<file path="config.mk">
export PLATFORM = sky130hd
export DESIGN_NAME = hamming74_tx_flat
export DESIGN_NICKNAME = d
export VERILOG_FILES = /design/src/rtl/hamming74_pkg.sv /design/src/rtl/hamming74_tx_if.sv /design/src/rtl/hamming74_ser.sv /design/src/rtl/hamming74_tx.sv /design/src/flat_wrapper.sv
export SDC_FILE = /design/constraint.sdc
export NUM_CORES = 1
export LEC_CHECK = 0
export ABC_AREA = 1
export CORE_AREA = 2 2 54 56
export CTS_CLUSTER_DIAMETER = 200
export CTS_CLUSTER_SIZE = 8
export DETAILED_ROUTE_END_ITERATION = 7
export DIE_AREA = 0 0 56 58
export PLACE_DENSITY = 0.74
export SYNTH_ARGS = -nofsm -noshare
export SYNTH_HDL_FRONTEND = slang
export SYNTH_SLANG_ARGS = --single-unit
</file>
<file path="constraint.sdc">
create_clock -name clk -period 3.6 [get_ports clk]
set_input_delay 0.54 -clock clk [delete_from_list [all_inputs] [get_ports clk]]
set_output_delay 0.54 -clock clk [all_outputs]
set_load 0.02 [all_outputs]
</file>
<file path="src/rtl/hamming74_pkg.sv">
// Shared definitions for the Hamming(7,4) link: word widths, the transmit
// FSM state type, the encoder and the error-injection mask helper.
package hamming74_pkg;

    localparam int CW_W   = 7;
    localparam int DATA_W = 4;

    typedef enum logic [1:0] {
        IDLE  = 2'd0,
        SHIFT = 2'd1,
        GAP   = 2'd2
    } tx_state_e;

    // Data bits sit in y[6:3]; parity bits y[2:0] make the syndrome zero.
    function automatic logic [CW_W-1:0] encode74(input logic [DATA_W-1:0] d);
        encode74 = {d[3], d[2], d[1], d[0],
                    d[2] ^ d[1] ^ d[0],
                    d[3] ^ d[2] ^ d[0],
                    d[3] ^ d[1] ^ d[0]};
    endfunction

    // Position p (1..7) selects codeword bit y[p-1]; 0 selects nothing.
    function automatic logic [CW_W-1:0] inj_mask(input logic [2:0] pos);
        if (pos == 3'd0) begin
            inj_mask = 7'b000_0000;
        end else begin
            inj_mask = 7'b000_0001 << (pos - 3'd1);
        end
    endfunction

endpackage

</file>
<file path="src/rtl/hamming74_tx_if.sv">
// Handshake, parallel codeword and serial frame signals of hamming74_tx.
// The slave modport is the encoder side; master is whoever feeds it.
interface hamming74_tx_if;
    import hamming74_pkg::*;

    logic [DATA_W-1:0] in_data;
    logic              in_valid;
    logic              in_ready;
    logic [CW_W-1:0]   cw_out;
    logic              cw_valid;
    logic              ser_out;
    logic              ser_valid;
    logic              ser_sof;
    logic              ser_eof;
    logic              busy;

    modport master (
        output in_data, in_valid,
        input  in_ready, cw_out, cw_valid, ser_out, ser_valid,
               ser_sof, ser_eof, busy
    );

    modport slave (
        input  in_data, in_valid,
        output in_ready, cw_out, cw_valid, ser_out, ser_valid,
               ser_sof, ser_eof, busy
    );

endinterface

</file>
<file path="src/rtl/hamming74_ser.sv">
// Frame serializer: loads a 7-bit word and shifts it out, each bit held for
// BIT_DIV cycles. All outputs are registered and appear the cycle after load.
module hamming74_ser
    import hamming74_pkg::*;
#(
    parameter int BIT_DIV   = 1,
    parameter int MSB_FIRST = 1
) (
    input  logic            clk,
    input  logic            reset,
    input  logic            i_load,
    input  logic [CW_W-1:0] i_word,
    output logic            o_ser,
    output logic            o_valid,
    output logic            o_sof,
    output logic            o_eof,
    output logic            o_done
);

    localparam int               DIV_W    = (BIT_DIV > 1) ? $clog2(BIT_DIV) : 1;
    localparam logic [DIV_W-1:0] DIV_LAST = DIV_W'(BIT_DIV - 1);
    localparam logic [DIV_W-1:0] DIV_ONE  = DIV_W'(1);
    localparam logic [DIV_W-1:0] DIV_ZERO = DIV_W'(0);
    localparam logic [2:0]       BIT_LAST = 3'd6;

    logic [CW_W-1:0]  r_word;
    logic [2:0]       r_bit;
    logic [DIV_W-1:0] r_div;
    logic             r_active;
    logic             r_ser;
    logic             r_sof;
    logic             r_eof;
    logic             r_done;

    logic [CW_W-1:0]  w_word_nxt;
    logic [2:0]       w_bit_nxt;
    logic [DIV_W-1:0] w_div_nxt;
    logic             w_active_nxt;
    logic [2:0]       w_idx;

    // Advance the divide and bit counters; a load restarts at bit 0.
    always_comb begin
        w_word_nxt   = r_word;
        w_bit_nxt    = r_bit;
        w_div_nxt    = r_div;
        w_active_nxt = r_active;
        if (i_load) begin
            w_word_nxt   = i_word;
            w_bit_nxt    = 3'd0;
            w_div_nxt    = DIV_ZERO;
            w_active_nxt = 1'b1;
        end else if (r_active) begin
            if (r_div == DIV_LAST) begin
                w_div_nxt = DIV_ZERO;
                if (r_bit == BIT_LAST) begin
                    w_active_nxt = 1'b0;
                    w_bit_nxt    = 3'd0;
                end else begin
                    w_bit_nxt = r_bit + 3'd1;
                end
            end else begin
                w_div_nxt = r_div + DIV_ONE;
            end
        end else begin
            w_active_nxt = 1'b0;
        end
    end

    // Map frame position to codeword bit index according to bit order.
    always_comb begin
        if (MSB_FIRST != 0) begin
            w_idx = 3'd6 - w_bit_nxt;
        end else begin
            w_idx = w_bit_nxt;
        end
    end

    // Counter state and registered line outputs; idle line is held at 0.
    always_ff @(posedge clk) begin
        if (reset) begin
            r_word   <= 7'b000_0000;
            r_bit    <= 3'd0;
            r_div    <= DIV_ZERO;
            r_active <= 1'b0;
            r_ser    <= 1'b0;
            r_sof    <= 1'b0;
            r_eof    <= 1'b0;
            r_done   <= 1'b0;
        end else begin
            r_word   <= w_word_nxt;
            r_bit    <= w_bit_nxt;
            r_div    <= w_div_nxt;
            r_active <= w_active_nxt;
            r_ser    <= w_active_nxt & w_word_nxt[w_idx];
            r_sof    <= w_active_nxt & (w_bit_nxt == 3'd0);
            r_eof    <= w_active_nxt & (w_bit_nxt == BIT_LAST);
            r_done   <= w_active_nxt & (w_bit_nxt == BIT_LAST) & (w_div_nxt == DIV_LAST);
        end
    end

    assign o_ser   = r_ser;
    assign o_valid = r_active;
    assign o_sof   = r_sof;
    assign o_eof   = r_eof;
    assign o_done  = r_done;

endmodule

</file>
<file path="src/rtl/hamming74_tx.sv">
// Hamming(7,4) transmitter: accepts 4-bit words over valid/ready, presents
// the registered codeword with a one-cycle strobe and serializes it with
// start/end-of-frame markers, followed by an optional idle gap.
// Optional macro HAMMING74_ERRINJ_EN adds inj_pos[2:0] to flip one codeword
// bit (sampled at the handshake) for exercising the downstream corrector.
module hamming74_tx
    import hamming74_pkg::*;
#(
    parameter int BIT_DIV    = 1,
    parameter int GAP_CYCLES = 0,
    parameter int MSB_FIRST  = 1
) (
    input  logic          clk,
    input  logic          reset,
    hamming74_tx_if.slave bus
`ifdef HAMMING74_ERRINJ_EN
    ,
    input  logic [2:0]    inj_pos
`endif
);

    localparam int               GAP_W    = (GAP_CYCLES > 1) ? $clog2(GAP_CYCLES) : 1;
    localparam logic [GAP_W-1:0] GAP_LAST = GAP_W'(GAP_CYCLES - 1);
    localparam logic [GAP_W-1:0] GAP_ONE  = GAP_W'(1);
    localparam logic [GAP_W-1:0] GAP_ZERO = GAP_W'(0);

    tx_state_e        r_state;
    tx_state_e        w_state_nxt;
    logic [GAP_W-1:0] r_gap_cnt;
    logic [GAP_W-1:0] w_gap_cnt_nxt;
    logic [CW_W-1:0]  r_cw;
    logic             r_cw_valid;
    logic             r_in_ready;
    logic             r_busy;
    logic [CW_W-1:0]  w_cw;
    logic [CW_W-1:0]  w_cw_nxt;
    logic             w_in_ready_nxt;
    logic             w_busy_nxt;
    logic             w_hs;
    logic             w_ser_done;
    logic             w_ser;
    logic             w_ser_valid;
    logic             w_ser_sof;
    logic             w_ser_eof;

    // in_ready is only ever high in IDLE, so this alone qualifies a transfer.
    assign w_hs = bus.in_valid & r_in_ready;

    // Codeword for the word on the input, with the optional single-bit flip.
    always_comb begin
`ifdef HAMMING74_ERRINJ_EN
        w_cw = encode74(bus.in_data) ^ inj_mask(inj_pos);
`else
        w_cw = encode74(bus.in_data);
`endif
    end

    // FSM state register.
    always_ff @(posedge clk) begin
        if (reset) begin
            r_state <= IDLE;
        end else begin
            r_state <= w_state_nxt;
        end
    end

    // FSM next state: frame after handshake, then optional gap, then idle.
    always_comb begin
        w_state_nxt = r_state;
        case (r_state)
            IDLE: begin
                if (w_hs) begin
                    w_state_nxt = SHIFT;
                end else begin
                    w_state_nxt = IDLE;
                end
            end
            SHIFT: begin
                if (w_ser_done) begin
                    w_state_nxt = (GAP_CYCLES > 0) ? GAP : IDLE;
                end else begin
                    w_state_nxt = SHIFT;
                end
            end
            GAP: begin
                if (r_gap_cnt == GAP_LAST) begin
                    w_state_nxt = IDLE;
                end else begin
                    w_state_nxt = GAP;
                end
            end
            default: begin
                w_state_nxt = IDLE;
            end
        endcase
    end

    // FSM outputs, computed from the next state so they can be registered.
    always_comb begin
        w_in_ready_nxt = (w_state_nxt == IDLE);
        w_busy_nxt     = (w_state_nxt != IDLE);
        if ((r_state == GAP) && (w_state_nxt == GAP)) begin
            w_gap_cnt_nxt = r_gap_cnt + GAP_ONE;
        end else begin
            w_gap_cnt_nxt = GAP_ZERO;
        end
        if (w_hs) begin
            w_cw_nxt = w_cw;
        end else begin
            w_cw_nxt = r_cw;
        end
    end

    // Registered handshake, status and parallel codeword outputs.
    always_ff @(posedge clk) begin
        if (reset) begin
            r_gap_cnt  <= GAP_ZERO;
            r_cw       <= 7'b000_0000;
            r_cw_valid <= 1'b0;
            r_in_ready <= 1'b0;
            r_busy     <= 1'b0;
        end else begin
            r_gap_cnt  <= w_gap_cnt_nxt;
            r_cw       <= w_cw_nxt;
            r_cw_valid <= w_hs;
            r_in_ready <= w_in_ready_nxt;
            r_busy     <= w_busy_nxt;
        end
    end

    hamming74_ser #(
        .BIT_DIV   (BIT_DIV),
        .MSB_FIRST (MSB_FIRST)
    ) u_ser (
        .clk     (clk),
        .reset   (reset),
        .i_load  (w_hs),
        .i_word  (w_cw),
        .o_ser   (w_ser),
        .o_valid (w_ser_valid),
        .o_sof   (w_ser_sof),
        .o_eof   (w_ser_eof),
        .o_done  (w_ser_done)
    );

    assign bus.in_ready  = r_in_ready;
    assign bus.cw_out    = r_cw;
    assign bus.cw_valid  = r_cw_valid;
    assign bus.ser_out   = w_ser;
    assign bus.ser_valid = w_ser_valid;
    assign bus.ser_sof   = w_ser_sof;
    assign bus.ser_eof   = w_ser_eof;
    assign bus.busy      = r_busy;

endmodule

</file>
<file path="src/flat_wrapper.sv">
// flat-port wrapper written by rule: the top's interface ports become plain ports
module hamming74_tx_flat import hamming74_pkg::*;
#(
    parameter int BIT_DIV    = 1,
    parameter int GAP_CYCLES = 0,
    parameter int MSB_FIRST  = 1
)
  (clk, reset, bus_in_data, bus_in_valid, bus_in_ready, bus_cw_out, bus_cw_valid, bus_ser_out, bus_ser_valid, bus_ser_sof, bus_ser_eof, bus_busy);
  hamming74_tx_if bus_i ();
  input  logic clk;
  input  logic reset;
  input wire logic [$bits(bus_i.in_data)-1:0] bus_in_data;
  input wire logic [$bits(bus_i.in_valid)-1:0] bus_in_valid;
  output wire logic [$bits(bus_i.in_ready)-1:0] bus_in_ready;
  output wire logic [$bits(bus_i.cw_out)-1:0] bus_cw_out;
  output wire logic [$bits(bus_i.cw_valid)-1:0] bus_cw_valid;
  output wire logic [$bits(bus_i.ser_out)-1:0] bus_ser_out;
  output wire logic [$bits(bus_i.ser_valid)-1:0] bus_ser_valid;
  output wire logic [$bits(bus_i.ser_sof)-1:0] bus_ser_sof;
  output wire logic [$bits(bus_i.ser_eof)-1:0] bus_ser_eof;
  output wire logic [$bits(bus_i.busy)-1:0] bus_busy;
  assign bus_i.in_data = bus_in_data;
  assign bus_i.in_valid = bus_in_valid;
  assign bus_in_ready = bus_i.in_ready;
  assign bus_cw_out = bus_i.cw_out;
  assign bus_cw_valid = bus_i.cw_valid;
  assign bus_ser_out = bus_i.ser_out;
  assign bus_ser_valid = bus_i.ser_valid;
  assign bus_ser_sof = bus_i.ser_sof;
  assign bus_ser_eof = bus_i.ser_eof;
  assign bus_busy = bus_i.busy;
  hamming74_tx #(.BIT_DIV(BIT_DIV), .GAP_CYCLES(GAP_CYCLES), .MSB_FIRST(MSB_FIRST)) u_core (.clk(clk), .reset(reset), .bus(bus_i));
endmodule
</file>
Word-level counts from Yosys, hierarchy flattened --
Index checks and enable logic that the tools add are counted.
Word-level totals: input port bits 7, output and inout bits 14, register bits 29
Cells by class: $add $sub $neg 4, bitwise operators 13, eq/ne operators 5, $lt $le $gt $ge 1, reductions and logical operators 6, muxes and demuxes 18
Operators with widths (count):
- $mux W3 | 4
- $mux W1 | 10
- $mux W7 | 1
- $eq A3 B3 Y1 const B | 2
- $pmux W2 S3 | 1
- $xor A1 B1 Y1 | 6
- $and A1 B1 Y1 | 5
- $eq A2 B2 Y1 const B | 2
- $logic_not A2 Y1 | 2
- $lt A3 B4 Y1 const B | 1
- $add A3 B1 Y3 const B | 1
- $bmux W1 S3 | 1
- $logic_not A3 Y1 | 1
- $sub A3 B3 Y3 const A | 1
- $add A1 B1 Y1 const B | 2
- $eq A2 B1 Y1 const B | 1
- $mux W2 | 1
- $not A1 Y1 | 2
- $reduce_bool A2 Y1 | 1
- $reduce_or A2 Y1 | 1
- $logic_and A1 B1 Y1 | 1

Depth between registers and ports, before layout --
Gate-level depths: netlist (run 1).
word-level depth 9, mapped depth 13

Modules after synthesis --
A second synthesis (run 1) with hierarchy kept.
Second synthesis, totals: cell total of the unflattened synthesis 174, area total of the unflattened synthesis 1342.5 sq um
Modules (own cells, without submodules):
- hamming74_ser | seq. area each 320.3 sq um, area an instance 775.7 sq um, cells each 101, instances 1
- hamming74_tx | seq. area each 260.2 sq um, area an instance 566.8 sq um, cells each 73, instances 1

Worst setup path after synthesis (run 1) --
OpenSTA, ideal clock, no wires.
kind flip-flop to flip-flop, start register u_core.u_ser.r_active (netlist: u_core.u_ser.o_valid), end register u_core.u_ser.r_ser (netlist: u_core.u_ser.o_ser), arrival 1713 ps, library setup time 66 ps, data required time 3534 ps, path buffers 0, setup slack 1821 ps, stages on the path, launching flop included 12, cell sequence dfxtp_1 nand2_1 nor2_1 o21ai_0 nor3_2 inv_1 ha_1 a21oi_1 nand2_1 nand3_2 nand2_2 a21oi_2
Between the ends: cells in the longest elaborated chain, start to end 6, elaborated cells on any way between the ends 8, classes of those cells 1 x add/sub; 6 x mux; 1 x bitwise
RTL lines:
- from (decl) | RTL line hamming74_ser.sv:29 | logic r_active;
- from (signal assigned) | RTL line hamming74_ser.sv:93 | r_active <= w_active_nxt;
- $mux W3 | RTL line hamming74_ser.sv:52 | end else if (r_active) begin
- $mux W3 | RTL line hamming74_ser.sv:47 | if (i_load) begin
- named net u_core.u_ser.w_bit_nxt[1] | RTL line hamming74_ser.sv:36 | logic [2:0] w_bit_nxt;
- $sub A3 B3 Y3 | RTL line hamming74_ser.sv:72 | w_idx = 3'd6 - w_bit_nxt;
- $bmux W1 S3 | RTL line hamming74_ser.sv:94 | r_ser <= w_active_nxt & w_word_nxt[w_idx];
- $mux W1 (not written as such) | RTL line hamming74_ser.sv:94
- $and A1 B1 Y1 | RTL line hamming74_ser.sv:94
- to (signal assigned) | RTL line hamming74_ser.sv:94
- to (decl) | RTL line hamming74_ser.sv:30 | logic r_ser;
The timed path passes the listed nets, and every way through them passes these cells. The select of a mux whose other input is x is not followed. A chain may end at the register's enable or synchronous reset.

Worst setup path after layout (run 1) --
start input port bus_in_valid, end register u_core.u_ser.r_ser (netlist: u_core.u_ser.o_ser)
Between the ends: cells in the longest elaborated chain, start to end 6, elaborated cells on any way between the ends 8, classes of those cells 1 x add/sub; 5 x mux; 2 x bitwise
RTL lines:
- from (decl) | RTL line flat_wrapper.sv:13 | input wire logic [$bits(bus_i.in_valid)-1:0] bus_in_valid;
- $and A1 B1 Y1 | RTL line hamming74_tx.sv:47 | assign w_hs = bus.in_valid & r_in_ready;
- $mux W3 | RTL line hamming74_ser.sv:47
- named net u_core.u_ser.w_bit_nxt[1] | RTL line hamming74_ser.sv:36
- $sub A3 B3 Y3 | RTL line hamming74_ser.sv:72
- $bmux W1 S3 | RTL line hamming74_ser.sv:94
- $mux W1 (not written as such) | RTL line hamming74_ser.sv:94
- $and A1 B1 Y1 | RTL line hamming74_ser.sv:94
The timed path passes the listed nets, and every way through them passes these cells. The select of a mux whose other input is x is not followed.

==> results of run 1 <==
power groups by stage:
| stage | clock network [uW] | logic, uW | registers, uW |
|---|---|---|---|
| 2_1_floorplan | 0 | 70.5 | 365 |
| 3_3_place_gp | 0 | 119 | 354 |
| 3_5_place_dp | 0 | 122 | 354 |
| 4_1_cts | 285 | 123 | 347 |
| 5_1_grt | 302 | 137 | 349 |
| 6_report | 278 | 123 | 347 |
state kept, by name, summed over array words and instances (netlist names):
name	flops
u_core.u_ser.o_ser	1
u_core.r_state	2
u_core.u_ser.r_div	1
u_core.u_ser.o_eof	1
u_core.r_gap_cnt	1
u_core.bus.in_ready	1
u_core.u_ser.r_word	7
u_core.u_ser.r_bit	3
u_core.bus.cw_valid	1
u_core.u_ser.o_valid	1
u_core.u_ser.o_sof	1
u_core.bus.busy	1
u_core.u_ser.o_done	1
u_core.bus.cw_out	7
synthesized netlist by cell type (2+ instances only):
cell type,count
o21ai_0,5
buf_2,3
inv_1,20
nor3_1,3
nand3_1,13
nor4_1,3
nand2_2,6
ha_1,3
a21oi_2,2
nor2_1,19
dfxtp_1,29
a21oi_1,9
or2_2,3
nand2_4,2
nand4_1,2
inv_2,2
nand2_1,37
worst max path at each step:
stage	from	endpoint	slack, ns	cells after the start
2_1_floorplan	u_core.u_ser.o_valid	u_core.u_ser.o_ser	1.82	11
3_3_place_gp	bus_in_valid	u_core.u_ser.o_ser	1.11	11
3_5_place_dp	bus_in_valid	u_core.u_ser.o_ser	0.98	11
4_1_cts	bus_in_valid	u_core.u_ser.o_ser	1.32	11
5_1_grt	bus_in_valid	u_core.u_ser.o_ser	1.16	12
6_report	bus_in_valid	u_core.u_ser.o_ser	1.31	11
worst register-to-register path: cells and delay by family, from the launching register on:
family	cells	cell delay (ns)
DFF	1	0.37
buffers and inverters	2	0.28
adders and majority gates	1	0.33
and+or+nand+nor	5	0.69
AOI/OAI and AO/OA	2	0.23
logic make-up after synthesis:
kind of cell / count (synthesis)
and+or+nand+nor: 93
buffers and inverters: 26
xor gates and xnor gates: 2
AOI/OAI and AO/OA: 18
DFF: 29
adders and majority gates: 3
per-layer routing:
| layer | routed length [microns] | part of all wire (%) | GRT usage [%] |
|---|---|---|---|
| met5 | 0 | 0 | 0 |
| met4 | 42 | 1.6 | 7.82 |
| met3 | 126 | 4.8 | 7.37 |
| met2 | 1270 | 48 | 31.1 |
| met1 | 1180 | 45 | 21.0 |
stage by stage:
step,util [%],power [uW]
floorplan,-,435
global placement,56.7,473
detailed placement,56.7,476
CTS,59.9,755
global route,59.9,787
finish,59.9,747
cell type report:
type / count / area [sq um]
fill: 250 / 1070
clock inverter: 1 / 30.0
tap: 31 / 38.8
sequential: 29 / 581
clock buffer: 7 / 55.1
timing repair buffer: 20 / 200
multi-input combinational: 116 / 608
inverter: 22 / 82.6
==> flow_metrics.env, run 1 <==
export IMPL_clkPwrFrac_pct=37.2
export IMPL_fin_crit_ns=2.29
export IMPL_syn_avg_cell_area_sq_um=7.59
export IMPL_r2r_cells=10
export IMPL_swShare_pct=26.0
export IMPL_synth_top_family_by_area="simple AND/OR/NAND/NOR gates"
export IMPL_peakVddDrop_mv=0.336
export IMPL_tightestPinTransition_ns=0.828
export IMPL_h_tree_depth=2
export IMPL_p_seq_share_pct=46.4
export IMPL_fin_crit_sh_pct=63.7
export IMPL_clk_latency_ns=0.33
export IMPL_layout_commonest_cell="nand2_1"
export IMPL_status="finished clean"
export IMPL_initial_core_util_pct=48.7
export IMPL_grt_overflow=0
export IMPL_post_place_ws_ns=0.975
export IMPL_synthFlopType="dfxtp_1"
export IMPL_p_comb_share_pct=16.4
export IMPL_required_ns=3.86
export IMPL_gp_congestion=0.742
export IMPL_yosysTopAreaCellShare_pct=44.7
export IMPL_drt_iter0_markers=45
export IMPL_synth_fa_ha_area_share_pct=2.89
export IMPL_path_buf_inv=3
export IMPL_holdBufCountCts=0
export IMPL_final_antenna_net_count=0
export IMPL_whs_path_depth=1
export IMPL_setup_viol=0
export IMPL_wl_per_cell_microns=11.6
export IMPL_cts_made_buffers=5
export IMPL_viasPerCell=5.02
export IMPL_power_density_nw_per_um2=468
export IMPL_fin_skew_ns=0.0123
export IMPL_nets=204
export IMPL_holdWs_ns=0.458
export IMPL_synth_area_mux_share_pct=0
export IMPL_critical_path_top_delay_family="buffers and inverters"
export IMPL_dp_cells=218
export IMPL_synth_async_reset_ratio_pct=0
export IMPL_grt_pass1_wl_microns=4580
export IMPL_layout_common_cells="37 x nand2_1, 29 x dfxtp_1, 20 x inv_1, 20 x clkdlybuf4s50_1, 19 x nor2_1"
export IMPL_synth_compound_area_share_pct=8.58
export IMPL_routed_wl_microns=2620
export IMPL_cts_sinks=29
export IMPL_power_internal_uw=553
export IMPL_maxCapViolations=0
export IMPL_syn_inst=171
export IMPL_finalNonFillerCells=226
export IMPL_drc=0
export IMPL_core_sq_um=2660
export IMPL_die_h_microns=58
export IMPL_fin_setup_tns_ns=0
export IMPL_port_buffers=20
export IMPL_grt_start_max_net_pins=23
export IMPL_r2r_start="u_core.bus.in_ready"
export IMPL_cts_root_buffer="clkbuf_4"
export IMPL_slew_violations=0
export IMPL_synth_simple_area_share_pct=34.0
export IMPL_reg2reg_slack_ns=1.64
export IMPL_vias=1135
export IMPL_syn_nets=181
export IMPL_antenna_found_initial=0
export IMPL_reg2reg_to="u_core.u_ser.o_ser"
export IMPL_layout_drive_gt1_share_pct=13.8
export IMPL_timing_final_ws_setup_ns=1.31
export IMPL_crit_path_max_fanout=18
export IMPL_synth_edf_count=0
export IMPL_ys_seq_elements=29
export IMPL_placedInstanceArea_sq_um=1510
export IMPL_worstSetupPathType="input pin to register"
export IMPL_netlist_top_cells_area="dfxtp_1 45%, nand2_1 11%, inv_1 5.8%"
export IMPL_grtUsageTotal_pct=18.5
export IMPL_die_w_microns=56
export IMPL_synth_xor_area_share_pct=1.35
export IMPL_synth_warnings=0
export IMPL_slowest_stage="clkdlybuf4s50_1"
export IMPL_hold_viol_final=0
export IMPL_min_from="u_core.r_gap_cnt"
export IMPL_power_net_switching_uw=194
export IMPL_rsz0062_at_grt="false"
export IMPL_crit_path_cell_trace="clkdlybuf4s50_1 > nand2_4 > inv_2 > nor3_2 > inv_1 > ha_1 > a21oi_1 > nand2_1 > nand3_2 > nand2_2 > a21oi_2"
export IMPL_dr_pass1_iters=4
export IMPL_dpl_hpwl_microns=1960
export IMPL_rows=19
export IMPL_area_delta_synth_final_pct=23.0
export IMPL_crit_arrival_ns=2.55
export IMPL_path_clk_slew_ns=0.09
export IMPL_cp_end_kind="register"
export IMPL_cts_tree="done"
export IMPL_seq_area_frac_synth_pct=44.7
export IMPL_netlist_area_sq_um=1300
export IMPL_fmax_mhz=436
export IMPL_max_stage_delay_ns=0.47
export IMPL_holdPathEnd="u_core.r_state[1]"
export IMPL_hold_path_class="register to register"
export IMPL_die_area_sq_um=3250
export IMPL_post_cts_setup_buffers=0
export IMPL_cts_resized_gates=0
export IMPL_synth_cell_types=27
export IMPL_ios=21
export IMPL_yosys_area_top_type="dfxtp_1"
export IMPL_grt_pass1_vias=1087
export IMPL_n_antenna_cell=0
export IMPL_max_slew_margin_pct=44.6
export IMPL_cts_path_max_buffers=2
export IMPL_start_kind="input pin"
export IMPL_p_leak_uw=0.000719
export IMPL_design_area_sq_um=1600
Power figures use the tool's default switching activity.
==> inputs of run 2 (changes only) <==
--- a/config.mk
+++ b/config.mk
@@ -6,12 +6,12 @@
 export NUM_CORES = 1
 export LEC_CHECK = 0
 export ABC_AREA = 1
-export CORE_AREA = 2 2 54 56
+export CORE_AREA = 2 2 57 59
 export CTS_CLUSTER_DIAMETER = 200
 export CTS_CLUSTER_SIZE = 8
 export DETAILED_ROUTE_END_ITERATION = 7
-export DIE_AREA = 0 0 56 58
-export PLACE_DENSITY = 0.74
+export DIE_AREA = 0 0 59 61
+export PLACE_DENSITY = 0.7
 export SYNTH_ARGS = -nofsm -noshare
 export SYNTH_HDL_FRONTEND = slang
 export SYNTH_SLANG_ARGS = --single-unit
==> constraint.sdc (replaced) <==
create_clock -name clk -period 1.9 [get_ports clk]
set_input_delay 0.285 -clock clk [delete_from_list [all_inputs] [get_ports clk]]
set_output_delay 0.285 -clock clk [all_outputs]
set_load 0.02 [all_outputs]
==> flow_metrics.env, run 2 (synthesis results as in run 1) <==
export IMPL_r2r_start="u_core.u_ser.r_bit[1]"
export IMPL_p_leak_uw=0.000739
export IMPL_slowest_stage="dfxtp_1"
export IMPL_h_tree_depth=2
export IMPL_ios=21
export IMPL_cts_tree="done"
export IMPL_wl_per_cell_microns=11.5
export IMPL_cts_path_max_buffers=2
export IMPL_cts_made_buffers=5
export IMPL_max_stage_delay_ns=0.34
export IMPL_routed_wl_microns=2710
export IMPL_fin_crit_ns=1.75
export IMPL_drc=0
export IMPL_start_kind="register"
export IMPL_viasPerCell=4.85
export IMPL_holdPathEnd="u_core.r_state[1]"
export IMPL_max_slew_margin_pct=79.7
export IMPL_final_antenna_net_count=0
export IMPL_fin_crit_sh_pct=92.2
export IMPL_crit_arrival_ns=2.02
export IMPL_crit_path_cell_trace="nand2_1 > nor2_1 > nand3_1 > o21ai_0 > nor3_2 > inv_1 > ha_1 > a21oi_1 > nand2_1 > nand3_2 > nand2_2 > a21oi_2"
export IMPL_drt_iter0_markers=40
export IMPL_layout_drive_gt1_share_pct=17.8
export IMPL_grt_pass1_vias=1128
export IMPL_slew_violations=0
export IMPL_critical_path_top_delay_family="simple AND/OR/NAND/NOR gates"
export IMPL_area_delta_synth_final_pct=24.7
export IMPL_die_h_microns=61
export IMPL_tightestPinTransition_ns=0.302
export IMPL_cts_root_buffer="clkbuf_4"
export IMPL_path_clk_slew_ns=0.09
export IMPL_fill_cells=287
export IMPL_layout_common_cells="37 x nand2_1, 28 x dfxtp_1, 20 x clkdlybuf4s50_1"
export IMPL_whs_path_depth=1
export IMPL_grt_pass1_wl_microns=4570
export IMPL_port_buffers=20
export IMPL_multiInputGateArea_sq_um=608
export IMPL_required_ns=2.17
export IMPL_maxCapViolations=0
export IMPL_power_density_nw_per_um2=776
export IMPL_reg2reg_to="u_core.u_ser.o_ser"
export IMPL_status="finished clean"
export IMPL_grtUsageTotal_pct=17.5
export IMPL_reg2reg_slack_ns=0.15
export IMPL_cts_resized_gates=0
export IMPL_fin_skew_ns=0.00547
export IMPL_min_from="u_core.r_gap_cnt"
export IMPL_die_w_microns=59
export IMPL_nets=211
export IMPL_dpl_hpwl_microns=2090
export IMPL_finalPower_uw=1260
export IMPL_cp_end_kind="register"
export IMPL_layout_commonest_cell="nand2_1"
export IMPL_worstSetupPathType="register to register"
export IMPL_initial_core_util_pct=43.9
export IMPL_cp_common_cell="nand2_1"
export IMPL_grt_start_max_net_pins=18
export IMPL_rsz0062_at_grt="false"
export IMPL_peakVddDrop_mv=0.500
export IMPL_final_util_pct=54.8
export IMPL_rows=20
export IMPL_holdBufCountCts=0
export IMPL_register_area_sq_um=582
export IMPL_setup_viol=0
export IMPL_die_area_sq_um=3600
export IMPL_post_cts_setup_buffers=0
export IMPL_hold_path_class="register to register"
export IMPL_gp_congestion=0.802
export IMPL_hold_viol_final=0
export IMPL_n_antenna_cell=0
export IMPL_fmax_mhz=571
export IMPL_path_buf_inv=1
export IMPL_core_sq_um=2950
export IMPL_cts_sinks=29
export IMPL_antenna_found_initial=0
export IMPL_clk_latency_ns=0.33
export IMPL_r2r_cells=12
export IMPL_crit_path_max_fanout=4
export IMPL_dr_pass1_iters=4
export IMPL_vias=1139
export IMPL_grt_overflow=0
## run 2: cell count changes in the layout (fill, tap and decap cells not counted)
cell / previous run / this run
inv_1: 20 / 19
inv_2: 2 / 3
clkbuf_8: 1 / 0
dfxtp_1: 29 / 28
buf_4: 0 / 7
dfxtp_2: 0 / 1
clkinv_2: 0 / 2
bufinv_16: 1 / 0
## run 2: power by group
part           switching [uW]  internal (uW)
logic                     139            106
clock network             211            141
registers                19.3            639
total                     369            886
## run 2: worst reg2reg max path, delay by kind of cell, from the launching register on
kind / cells / cell delay [ns]
DFF: 1 / 0.34
adders and majority gates: 1 / 0.33
AOI/OAI and AO/OA: 3 / 0.34
and+or+nand+nor: 7 / 0.60
buffers and inverters: 1 / 0.09
## run 2: stage by stage
stage                     setup TNS [ns]  setup WS [ns]  std cells  hold WS (ns)  instance area (sq um)
after detailed placement          -0.116         -0.116        227         0.453                   1570
after CTS                              0         0.0778        235         0.467                   1620
after floorplan                        0          0.121        171         0.357                   1300
final                                  0          0.147        235         0.467                   1620
after global routing                   0        0.00227        235         0.503                   1620
after global placement           -0.0214        -0.0214        227         0.439                   1570
## run 2: metal layers
| layer | share of wire [%] | GRT usage (%) | vias up |
|---|---|---|---|
| li1 | - | - | 603 |
| met1 | 45 | 19.7 | 505 |
| met2 | 49 | 30.8 | 28 |
| met3 | 4.4 | 5.76 | 3 |
| met4 | 1.4 | 6.82 | 0 |
| met5 | 0 | 0 | - |
## run 2: final cells by class
| type | count | area share, % |
|---|---|---|
| Multi-Input combinational cell | 116 | 37.6 |
| Clock buffer | 6 | 2.55 |
| Inverter | 22 | 5.10 |
| Timing Repair Buffer | 27 | 15.6 |
| Clock inverter | 2 | 0.619 |
| Sequential cell | 29 | 36.0 |
| Tap cell | 33 | 2.55 |
## run 2: how the worst max path moves through the flow
stage                     startpoint                  to  slack [ns]  depth (start not counted)
6_report       u_core.u_ser.r_bit[1]  u_core.u_ser.o_ser        0.15                         12
5_1_grt        u_core.u_ser.r_bit[1]  u_core.u_ser.o_ser       0.002                         12
4_1_cts         u_core.u_ser.o_valid  u_core.u_ser.o_ser        0.08                         11
3_5_place_dp            bus_in_valid  u_core.u_ser.o_ser       -0.12                         11
3_3_place_gp            bus_in_valid  u_core.u_ser.o_ser       -0.02                         11
2_1_floorplan   u_core.u_ser.o_valid  u_core.u_ser.o_ser        0.12                         11
==> inputs of run 3 (changes only) <==
--- a/config.mk
+++ b/config.mk
@@ -6,12 +6,14 @@
 export NUM_CORES = 1
 export LEC_CHECK = 0
 export ABC_AREA = 1
-export CORE_AREA = 2 2 57 59
+export CELL_PAD_IN_SITES_DETAIL_PLACEMENT = 1
+export CELL_PAD_IN_SITES_GLOBAL_PLACEMENT = 2
+export CORE_AREA = 2 2 74 76
 export CTS_CLUSTER_DIAMETER = 200
 export CTS_CLUSTER_SIZE = 8
 export DETAILED_ROUTE_END_ITERATION = 7
-export DIE_AREA = 0 0 59 61
-export PLACE_DENSITY = 0.7
+export DIE_AREA = 0 0 76 78
+export PLACE_DENSITY_LB_ADDON = 0.1
 export SYNTH_ARGS = -nofsm -noshare
 export SYNTH_HDL_FRONTEND = slang
 export SYNTH_SLANG_ARGS = --single-unit
==> flow_metrics.env, run 3 (synthesis results as in run 1) <==
export IMPL_die_area_sq_um=5930
export IMPL_grtUsageTotal_pct=12.8
export IMPL_grt_overflow=0
export IMPL_core_sq_um=5040
export IMPL_vias=1239
export IMPL_layout_commonest_cell="nand2_1"
export IMPL_fmax_mhz=553
export IMPL_worstSetupPathType="register to register"
export IMPL_status="finished clean"
export IMPL_grt_pass1_wl_microns=5910
export IMPL_rows=26
export IMPL_dp_cells=268
export IMPL_power_density_nw_per_um2=897
export IMPL_holdBufCountCts=0
export IMPL_cts_tree="done"
export IMPL_wl_per_cell_microns=13.0
export IMPL_initial_core_util_pct=25.7
export IMPL_port_buffers=20
export IMPL_ios=21
export IMPL_routed_wl_microns=3600
export IMPL_hold_path_class="register to register"
export IMPL_drt_iter0_markers=33
export IMPL_fin_crit_ns=1.81
export IMPL_final_antenna_net_count=0
export IMPL_dpl_hpwl_microns=2710
export IMPL_fin_skew_ns=0.00416
export IMPL_drc=0
export IMPL_maxCapViolations=0
export IMPL_layout_drive_gt1_share_pct=20.3
export IMPL_fin_crit_sh_pct=95.1
export IMPL_cts_root_buffer="clkbuf_8"
export IMPL_dr_pass1_iters=3
export IMPL_p_leak_uw=0.000786
export IMPL_die_w_microns=76
export IMPL_final_util_pct=35.3
export IMPL_required_ns=2.07
export IMPL_path_clk_slew_ns=0.07
export IMPL_cts_sinks=29
export IMPL_start_kind="register"
export IMPL_clk_latency_ns=0.28
export IMPL_max_slew_margin_pct=79.5
export IMPL_tightestPinTransition_ns=0.304
export IMPL_nets=216
export IMPL_hold_viol_final=0
export IMPL_peakVddDrop_mv=0.316
export IMPL_cp_end_kind="register"
export IMPL_setup_viol=0
export IMPL_die_h_microns=78
export IMPL_gp_congestion=0.758
export IMPL_slew_violations=0
export IMPL_crit_arrival_ns=1.98
export IMPL_viasPerCell=4.47
export IMPL_grt_pass1_vias=1237
export IMPL_n_antenna_cell=0
export IMPL_layout_common_cells="37 x nand2_1, 29 x dfxtp_1, 20 x clkdlybuf4s50_1"
export IMPL_crit_path_max_fanout=3
export IMPL_area_delta_synth_final_pct=37.3
export IMPL_grt_start_max_net_pins=18
export IMPL_finalNonFillerCells=277
export IMPL_cts_made_buffers=5
export IMPL_h_tree_depth=2
export IMPL_cts_path_max_buffers=2
export IMPL_antenna_found_initial=0
## run 3: changes by cell type in the layout (fill, tap and decap cells not counted), moves of 2 or more
cell / before / now
clkbuf_4: 5 / 0
buf_4: 7 / 12
clkbuf_8: 0 / 6
clkinv_2: 2 / 0
## run 3: what timing repair did
| item | 4_1_cts | 5_1_grt |
|---|---|---|
| setup endpoints to repair | 0 | 1 |
| gates resized for setup | 0 | 4 |
| buffers inserted | 0 | 1 |
## run 3: per-stage QoR
stage	worst slack, ns	total power, uW	instance area, sq um	hold slack (ns)	TNS (ns)
final	0.0929	1600	1780	0.454	0
after global placement	-0.0536	933	1640	0.439	-0.0536
after floorplan	0.121	824	1300	0.357	0
after CTS	0.0582	1630	1760	0.461	0
after global routing	-0.00905	1690	1780	0.482	-0.00905
after detailed placement	-0.0935	939	1640	0.449	-0.0935
## run 3: worst paths after layout
kind / from / endpoint / slack (ns) / depth (start not counted)
worst min register to register: u_core.r_gap_cnt / u_core.r_state[1] / 0.45 / 1
worst max-delay path: u_core.u_ser.r_bit[1] / u_core.u_ser.o_ser / 0.09 / 14
worst min-delay path: u_core.r_gap_cnt / u_core.r_state[1] / 0.45 / 1
worst max register to register: u_core.u_ser.r_bit[1] / u_core.u_ser.o_ser / 0.09 / 14
## run 3: final cells by class
class                           instances  area, sq um
Clock buffer                            7         86.3
Clock inverter                          1         30.0
Fill cell                             627         3260
Inverter                               22         82.6
Multi-Input combinational cell        116          624
Sequential cell                        29          581
Tap cell                               70         87.6
Timing Repair Buffer                   32          290
## run 3: power breakdown
group          total [uW]  internal [uW]  leakage, uW  switching, uW
Combinational         271            118     0.000491            153
Sequential            658            640     0.000237           18.2
Clock                 668            427    0.0000585            241
Total                1600           1190     0.000786            412
## run 3: worst max-delay path, cell delays in order, from the launching register on
cell and delay, ns:
dfxtp_1 0.38, nand2_1 0.12, nor2_1 0.13, nand3_1 0.10
o21ai_2 0.08, nor3_2 0.07, buf_4 0.13, buf_4 0.12
ha_1 0.19, inv_1 0.07, nand2_2 0.05, nand2_2 0.08
nand3_2 0.08, nand2_2 0.07, a21oi_2 0.03
## run 3: per-layer routing
metal	global-route usage (%)	vias up	share of wire (%)
li1	-	612	-
met1	14.6	600	45
met2	23.0	21	50
met3	3.60	6	3.7
met4	4.36	0	1.4
met5	0	-	0
